File: config.mk
export PLATFORM = sky130hd
export DESIGN_NAME = seq_scan_ctrl
export DESIGN_NICKNAME = d
export VERILOG_FILES = /design/src/rtl/seq_scan_ctrl.sv
export SDC_FILE = /design/constraint.sdc
export NUM_CORES = 1
export LEC_CHECK = 0
export CORE_ASPECT_RATIO = 1.2
export CORE_MARGIN = 5
export CORE_UTILIZATION = 40
export CTS_BUF_LIST = sky130_fd_sc_hd__clkbuf_8
export DETAILED_ROUTE_END_ITERATION = 12
export PLACE_DENSITY = 0.74
export RECOVER_POWER = 25
export SLEW_MARGIN = 15
export SYNTH_ARGS = -nofsm -noshare
export SYNTH_HDL_FRONTEND = slang
export SYNTH_SLANG_ARGS = --single-unit
File: constraint.sdc
create_clock -name clk -period 2 [get_ports clk]
set_input_delay 0.4 -clock clk [delete_from_list [all_inputs] [get_ports clk]]
set_output_delay 0.4 -clock clk [all_outputs]
set_load 0.05 [all_outputs]
File: src/rtl/seq_scan_ctrl.sv
// Serialises a captured word LSB-first into an external Mealy detector and reports the match count, the first match position and a done pulse.
// Optional SEQ_SCAN_ABORT_EN adds an abort input that ends a scan early and an aborted status flag.
module seq_scan_ctrl #(
    parameter int DATA_W = 16,
    parameter int LEN_W  = 5,
    parameter int CNT_W  = 5
) (
    input  logic              clk,
    input  logic              reset,
    input  logic              start,
    input  logic [DATA_W-1:0] data_in,
    input  logic [LEN_W-1:0]  bit_len,
    output logic              det_x,
    output logic              det_rst,
    input  logic              det_y,
    output logic              busy,
    output logic              done,
    output logic [CNT_W-1:0]  match_cnt,
    output logic [CNT_W-1:0]  first_pos,
    output logic              found
`ifdef SEQ_SCAN_ABORT_EN
    ,
    input  logic              abort,
    output logic              aborted
`endif
);

    typedef enum logic [1:0] {IDLE, SHIFT, DONE} state_t;

    state_t             state, state_n;
    logic [DATA_W-1:0]  sreg, sreg_n;
    logic [LEN_W-1:0]   k, k_n;
    logic [LEN_W-1:0]   len, len_n;
    logic [LEN_W-1:0]   len_clamp;
    logic               det_x_n, det_rst_n, busy_n, done_n, found_n;
    logic [CNT_W-1:0]   cnt_n, first_n;
    logic               abort_req;
    logic               aborted_q, aborted_n;

`ifdef SEQ_SCAN_ABORT_EN
    assign abort_req = abort;
    assign aborted   = aborted_q;
`else
    assign abort_req = 1'b0;
`endif

    assign len_clamp = (bit_len > LEN_W'(DATA_W)) ? LEN_W'(DATA_W) : bit_len;

    always_comb begin
        state_n   = state;
        sreg_n    = sreg;
        k_n       = k;
        len_n     = len;
        det_x_n   = det_x;
        det_rst_n = det_rst;
        busy_n    = busy;
        done_n    = 1'b0;
        cnt_n     = match_cnt;
        first_n   = first_pos;
        found_n   = found;
        aborted_n = aborted_q;
        case (state)
            IDLE: begin
                det_rst_n = 1'b1;
                det_x_n   = 1'b0;
                busy_n    = 1'b0;
                if (start) begin
                    len_n     = len_clamp;
                    sreg_n    = data_in >> 1;
                    k_n       = '0;
                    cnt_n     = '0;
                    first_n   = '0;
                    found_n   = 1'b0;
                    aborted_n = 1'b0;
                    busy_n    = 1'b1;
                    if (len_clamp == '0) begin
                        state_n = DONE;
                        done_n  = 1'b1;
                    end else begin
                        state_n   = SHIFT;
                        det_rst_n = 1'b0;
                        det_x_n   = data_in[0];
                    end
                end
            end
            SHIFT: begin
                if (det_y) begin
                    if (match_cnt != '1)
                        cnt_n = match_cnt + CNT_W'(1);
                    if (!found) begin
                        first_n = CNT_W'(k);
                        found_n = 1'b1;
                    end
                end
                // The detector's y for this bit is taken even on an aborted cycle.
                if (k == len - LEN_W'(1) || abort_req) begin
                    state_n   = DONE;
                    done_n    = 1'b1;
                    det_rst_n = 1'b1;
                    det_x_n   = 1'b0;
                    aborted_n = abort_req;
                end else begin
                    det_x_n = sreg[0];
                    sreg_n  = sreg >> 1;
                    k_n     = k + LEN_W'(1);
                end
            end
            DONE: begin
                state_n = IDLE;
                busy_n  = 1'b0;
            end
            default: state_n = IDLE;
        endcase
    end

    always_ff @(posedge clk or posedge reset) begin
        if (reset) begin
            state     <= IDLE;
            sreg      <= '0;
            k         <= '0;
            len       <= '0;
            det_x     <= 1'b0;
            det_rst   <= 1'b1;
            busy      <= 1'b0;
            done      <= 1'b0;
            match_cnt <= '0;
            first_pos <= '0;
            found     <= 1'b0;
            aborted_q <= 1'b0;
        end else begin
            state     <= state_n;
            sreg      <= sreg_n;
            k         <= k_n;
            len       <= len_n;
            det_x     <= det_x_n;
            det_rst   <= det_rst_n;
            busy      <= busy_n;
            done      <= done_n;
            match_cnt <= cnt_n;
            first_pos <= first_n;
            found     <= found_n;
            aborted_q <= aborted_n;
        end
    end

endmodule
# Word level (Yosys, flattened, before mapping)
# Cells that the tools add are included.
[word_totals]
in_bits = 25
n_memories = 0
romBits = 0
reg_bits = 43
latch_bits = 0
ramBits = 0
wordCells = 69
[op_classes]
reduce_logical = 11
n_bitwise = 0
n_addsub = 3
n_shift = 0
n_eq_ne = 10
muxes = 33
div_mod_pow = 0
multipliers = 0
order_cmp = 1
[ops]
columns = ["op", "n"]
rows = [
  ["5-bit two-way mux", 7],
  ["16-bit two-way mux", 2],
  ["16-bit case mux with 2 select lines", 1],
  ["5-bit case mux with 2 select lines", 3],
  ["2-bit != test (second input constant)", 6],
  ["1-bit two-way mux", 11],
  ["5-bit by 1-bit adder with 5-bit output (second input constant)", 2],
  ["1-bit case mux with 2 select lines", 5],
  ["4-bit AND reduction", 2],
  ["2-bit two-way mux", 3],
  ["2-bit AND reduction", 3],
  ["3-bit AND reduction", 2],
  ["5-bit equality test", 1],
  ["5-bit > comparator (second input constant)", 1],
  ["5-bit zero test", 1],
  ["5-bit != test (second input constant)", 1],
  ["5-bit by 1-bit subtractor with 5-bit output (second input constant)", 1],
  ["2-bit case mux with 2 select lines", 1],
  ["2-bit nonzero test", 2],
  ["2-bit by 1-bit equality test with 1-bit output (second input constant)", 1],
  ["2-bit equality test (second input constant)", 1],
  ["2-bit zero test", 1],
]

# Depth between registers and ports, before layout
[depth]
depth_word = 6
mapped_depth = 8
ltp_nobuf = 7

# Least setup slack after synthesis
# Ideal clock, no wire load.
[synth_path]
kind = "reg-to-reg"
start = "register len[0]"
end = "register sreg[2]"
setup_slack_ns = -0.075
stages_incl_launch_ff = 9
setup_ns = 0.123
arrival_time_ns = 1.952
cell_sequence = "dfrtp_1 > inv_1 > ha_1 > and2b_2 > o21a_1 > o311ai_4 > nand2_4 > buf_4 > o221a_2"
[synth_between]
elab_chain_cells = 4
[synth_lines]
columns = ["element", "line_no", "source"]
rows = [
  ["start: declaration", "33", "logic [LEN_W-1:0] len, len_n;"],
  ["start signal: assignment", "134", "len <= len_n;"],
  ["5-bit by 1-bit subtractor with 5-bit output", "96", "if (k == len - LEN_W'(1) || abort_req) begin"],
  ["5-bit equality test", "96", ""],
  ["2-bit != test (no source line)", "-", ""],
  ["3-bit AND reduction (no source line)", "-", ""],
  ["end signal: assignment", "132", "sreg <= sreg_n;"],
  ["end: declaration", "31", "logic [DATA_W-1:0] sreg, sreg_n;"],
]
# No other way between the ends.
# A chain may end at the register's enable or synchronous reset.

# Final worst setup path
[layout_path]
start = "register len[1]"
end = "register sreg[10]"
# The elaborated chain is that of the path after synthesis.

==> flow_summary_export.csv <==
group,metric,value,unit
critical_path,r2r-start,"len[1]",
clock_tree,clk_latency,300,ps
grt,grt_antenna_before_repair,0,
hold_path,hold_depth,2,
drt,ant_nets,0,
layout,layout_common_cells,"dfrtp_1, clkdlybuf4s50_1, nand2_1",
drt,route.detailed.drc,0,
synth,yosys.area.top_type_share,50.0,%
layout,layout_commonest_cell,"dfrtp_1",
synth,netlist_top_cells_area,"dfrtp_1, o221a_2, nand2_1",
grt,use_met3,3.64,%
synth,syn_avg_cell_area,10.9,um2
drt,drtIter0Drc,108,
timing,max_slew.worst_pin.slew,1020,ps
timing,rsz0062_at_grt,"true",
timing,skew,12.1,ps
synth,synthCells,188,
floorplan,fp-row-count,28,
drt,routed_wl,4620,um
clock_tree,cts_sinks,42,
timing,final-max-slew-violation-count,0,
grt,grt_max_degree,43,
job,drv_cap,0,
layout,nFillCells,433,
drt,num_vias,1612,
critical_path,crit_start,"len[1]",
drt,viasPerCell,5.23,
place,dp_hpwl,3330,um
power,p_leak,0.00123,uW
layout,synthToLayoutAreaGrowth,40.4,%
clock_tree,path_clk_slew,90,ps
timing,layout_min_cycle_time,2010,ps
layout,num-nets-final,276,
layout,layout.cells.non_filler,308,
critical_path,arrival,2190,ps
power,vdd_drop_max,1030,uV
floorplan,io_pins,40,
critical_path,path_class,"reg -> reg",
timing,maxSlewHeadroom,32.2,%
grt,grt_usage,15.3,%
clock_tree,ctsHoldBuffers,0,
synth,yosys_register_bits,42,
floorplan,die_h,88.5,um
critical_path,reg2reg_depth,8,
hold_path,hold_path.class,"reg -> reg",
power,power_density,1850,nW/um2
grt,grt_use_met2,25.1,%
timing,setup_violations,4,
drt,first_pass_iters,4,
floorplan,start_util,41.2,%
layout,multiInputGateArea,1030,um2
synth,synth_cell_types,46,
layout,regArea,1050,um2
critical_path,worstPathMaxFanout,8,
outcome,violations,"negative setup slack",
timing,worst_slack,-11.9,ps
place,placed_cells,293,
grt,overflow,0,
synth,yosysWarnings,0,
place,globalplace.congestion,0.823,
synth,synth_area,2050,um2
critical_path,cp_data_required_time,2180,ps
clock_tree,cts_tree,"yes",
layout,drive_above_1_share,23.8,%
timing,hold_viol,0,
synth,synth_edf_count,0,
critical_path,endpoint_kind,"flop",
synth,synth.largest_area_cell,"dfrtp_1",
clock_tree,htree_levels,2,
floorplan,die-area,6670,um2
timing,finalCritPeriodShare,101,%
place,io_buffers,39,
grt,gr-usage-met1,18.7,%
outcome,status,"finished with violations",
grt,grt.busiest_layer,"met2",
synth,syn_nets,217,
clock_tree,root_buffer,"clkbuf_8",
clock_tree,cts_buffers,5,
clock_tree,cts_buffer_depth,2,
synth,synthArstFlopShare,100,%
layout,utilization,57.9,%
floorplan,fp.coreArea,4970,um2
floorplan,die_w,75.4,um
grt,grt_pass1_wl,7710,um
synth,seq_area_frac_synth,51.3,%
hold_path,min-delay-start,"busy",
place,place_ws,-42.2,ps
drt,post_drt_wl_per_cell,15.0,um
synth,synth_ff_type,"dfrtp_1",
layout,insertedDiodeCount,0,
grt,grt_pass1_vias,1608,
critical_path,start_kind,"flop",
timing,fmax,497,MHz
[critical path, cell delays in order, from the launching register on]
cell and delay (ps):
dfrtp_1 400, inv_2 80, ha_4 140, and2b_2 220, o21a_1 210, o311ai_4 340, nand2_4 80, buf_6 150
o221a_2 260
[cell families after synthesis]
kind of cell             after synthesis  share of synthesized area (%)
buffers and inverters                 18                           4.15
adder cells (fa/ha/maj)                4                           2.44
AO/OA/AOI/OAI                         43                           18.5
flip-flops                            42                           51.3
AND/OR/NAND/NOR                       72                           19.6
XOR/XNOR                               7                           2.99
multiplexers                           2                           1.04
[where the power goes]
part	total, uW	internal [uW]	leakage (uW)	switching [uW]
combinational	3110	1530	0.000652	1590
sequential	1580	1250	0.000518	336
clock	648	364	0.0000607	284
total	5340	3140	0.00123	2210
[what timing repair did]
item,4_1_cts,5_1_grt
pin swaps,2,6
resized for setup,4,8
setup buffers,3,5
endpoints found under the setup margin,16,19
[final timing paths]
check	endpoint	slack [ps]
worst max-delay path	sreg[10]	-10
worst min-delay path	busy	480
worst max register to register	sreg[10]	-10
worst min register to register	busy	480
max in group asynchronous	busy	490
min in group asynchronous	match_cnt[4]	880
[through the flow]
| step | cell area, um2 | power [uW] | TNS [ps] | hold slack [ps] |
|---|---|---|---|---|
| after floorplan | 2120 | 3550 | -195 | 465 |
| after global placement | 2680 | 4280 | 0 | 465 |
| after detailed placement | 2680 | 4360 | -422 | 472 |
| after CTS | 2820 | 5130 | 0 | 487 |
| after global routing | 2880 | 5690 | -908 | 497 |
| final | 2880 | 5340 | -30.1 | 482 |
[routing by layer]
layer	routed length [um]	vias up	part of all wire, %
li1	-	789	-
met1	1950	784	42
met2	2370	32	51
met3	209	7	4.5
met4	87	0	1.9
met5	0	-	0
[synth_stat cells (2+ instances only)]
cell      instances
dfrtp_1          41
nand2b_1         12
o31ai_1           2
o211ai_1          2
nand3b_1          5
o22ai_1           2
nor2_1            6
or2b_1            3
inv_1             9
nand3_1           7
o21a_1            2
ha_1              4
o21ai_0          12
xnor2_1           3
nand4_1           3
clkbuf_1          4
nand2_1          22
o221a_2          12
nor3_1            3
a21oi_1           3
o221a_1           2
xor2_1            4
buf_4             2
[area by class of cell]
class	count	share of cell area [%]
tap	60	2.61
clock buffer	5	2.39
multi-input combinational	128	35.8
clock inverter	3	1.30
inverter	9	1.17
timing repair buffer	61	20.2
sequential	42	36.5
[registers in the layout, summed over array words and instances (netlist names)]
| register | cells |
|---|---|
| busy | 1 |
| det_rst | 1 |
| det_x | 1 |
| done | 1 |
| first_pos | 5 |
| found | 1 |
| k | 5 |
| len | 5 |
| match_cnt | 5 |
| sreg | 15 |
| state | 2 |
Power figures use the tool's default switching activity.
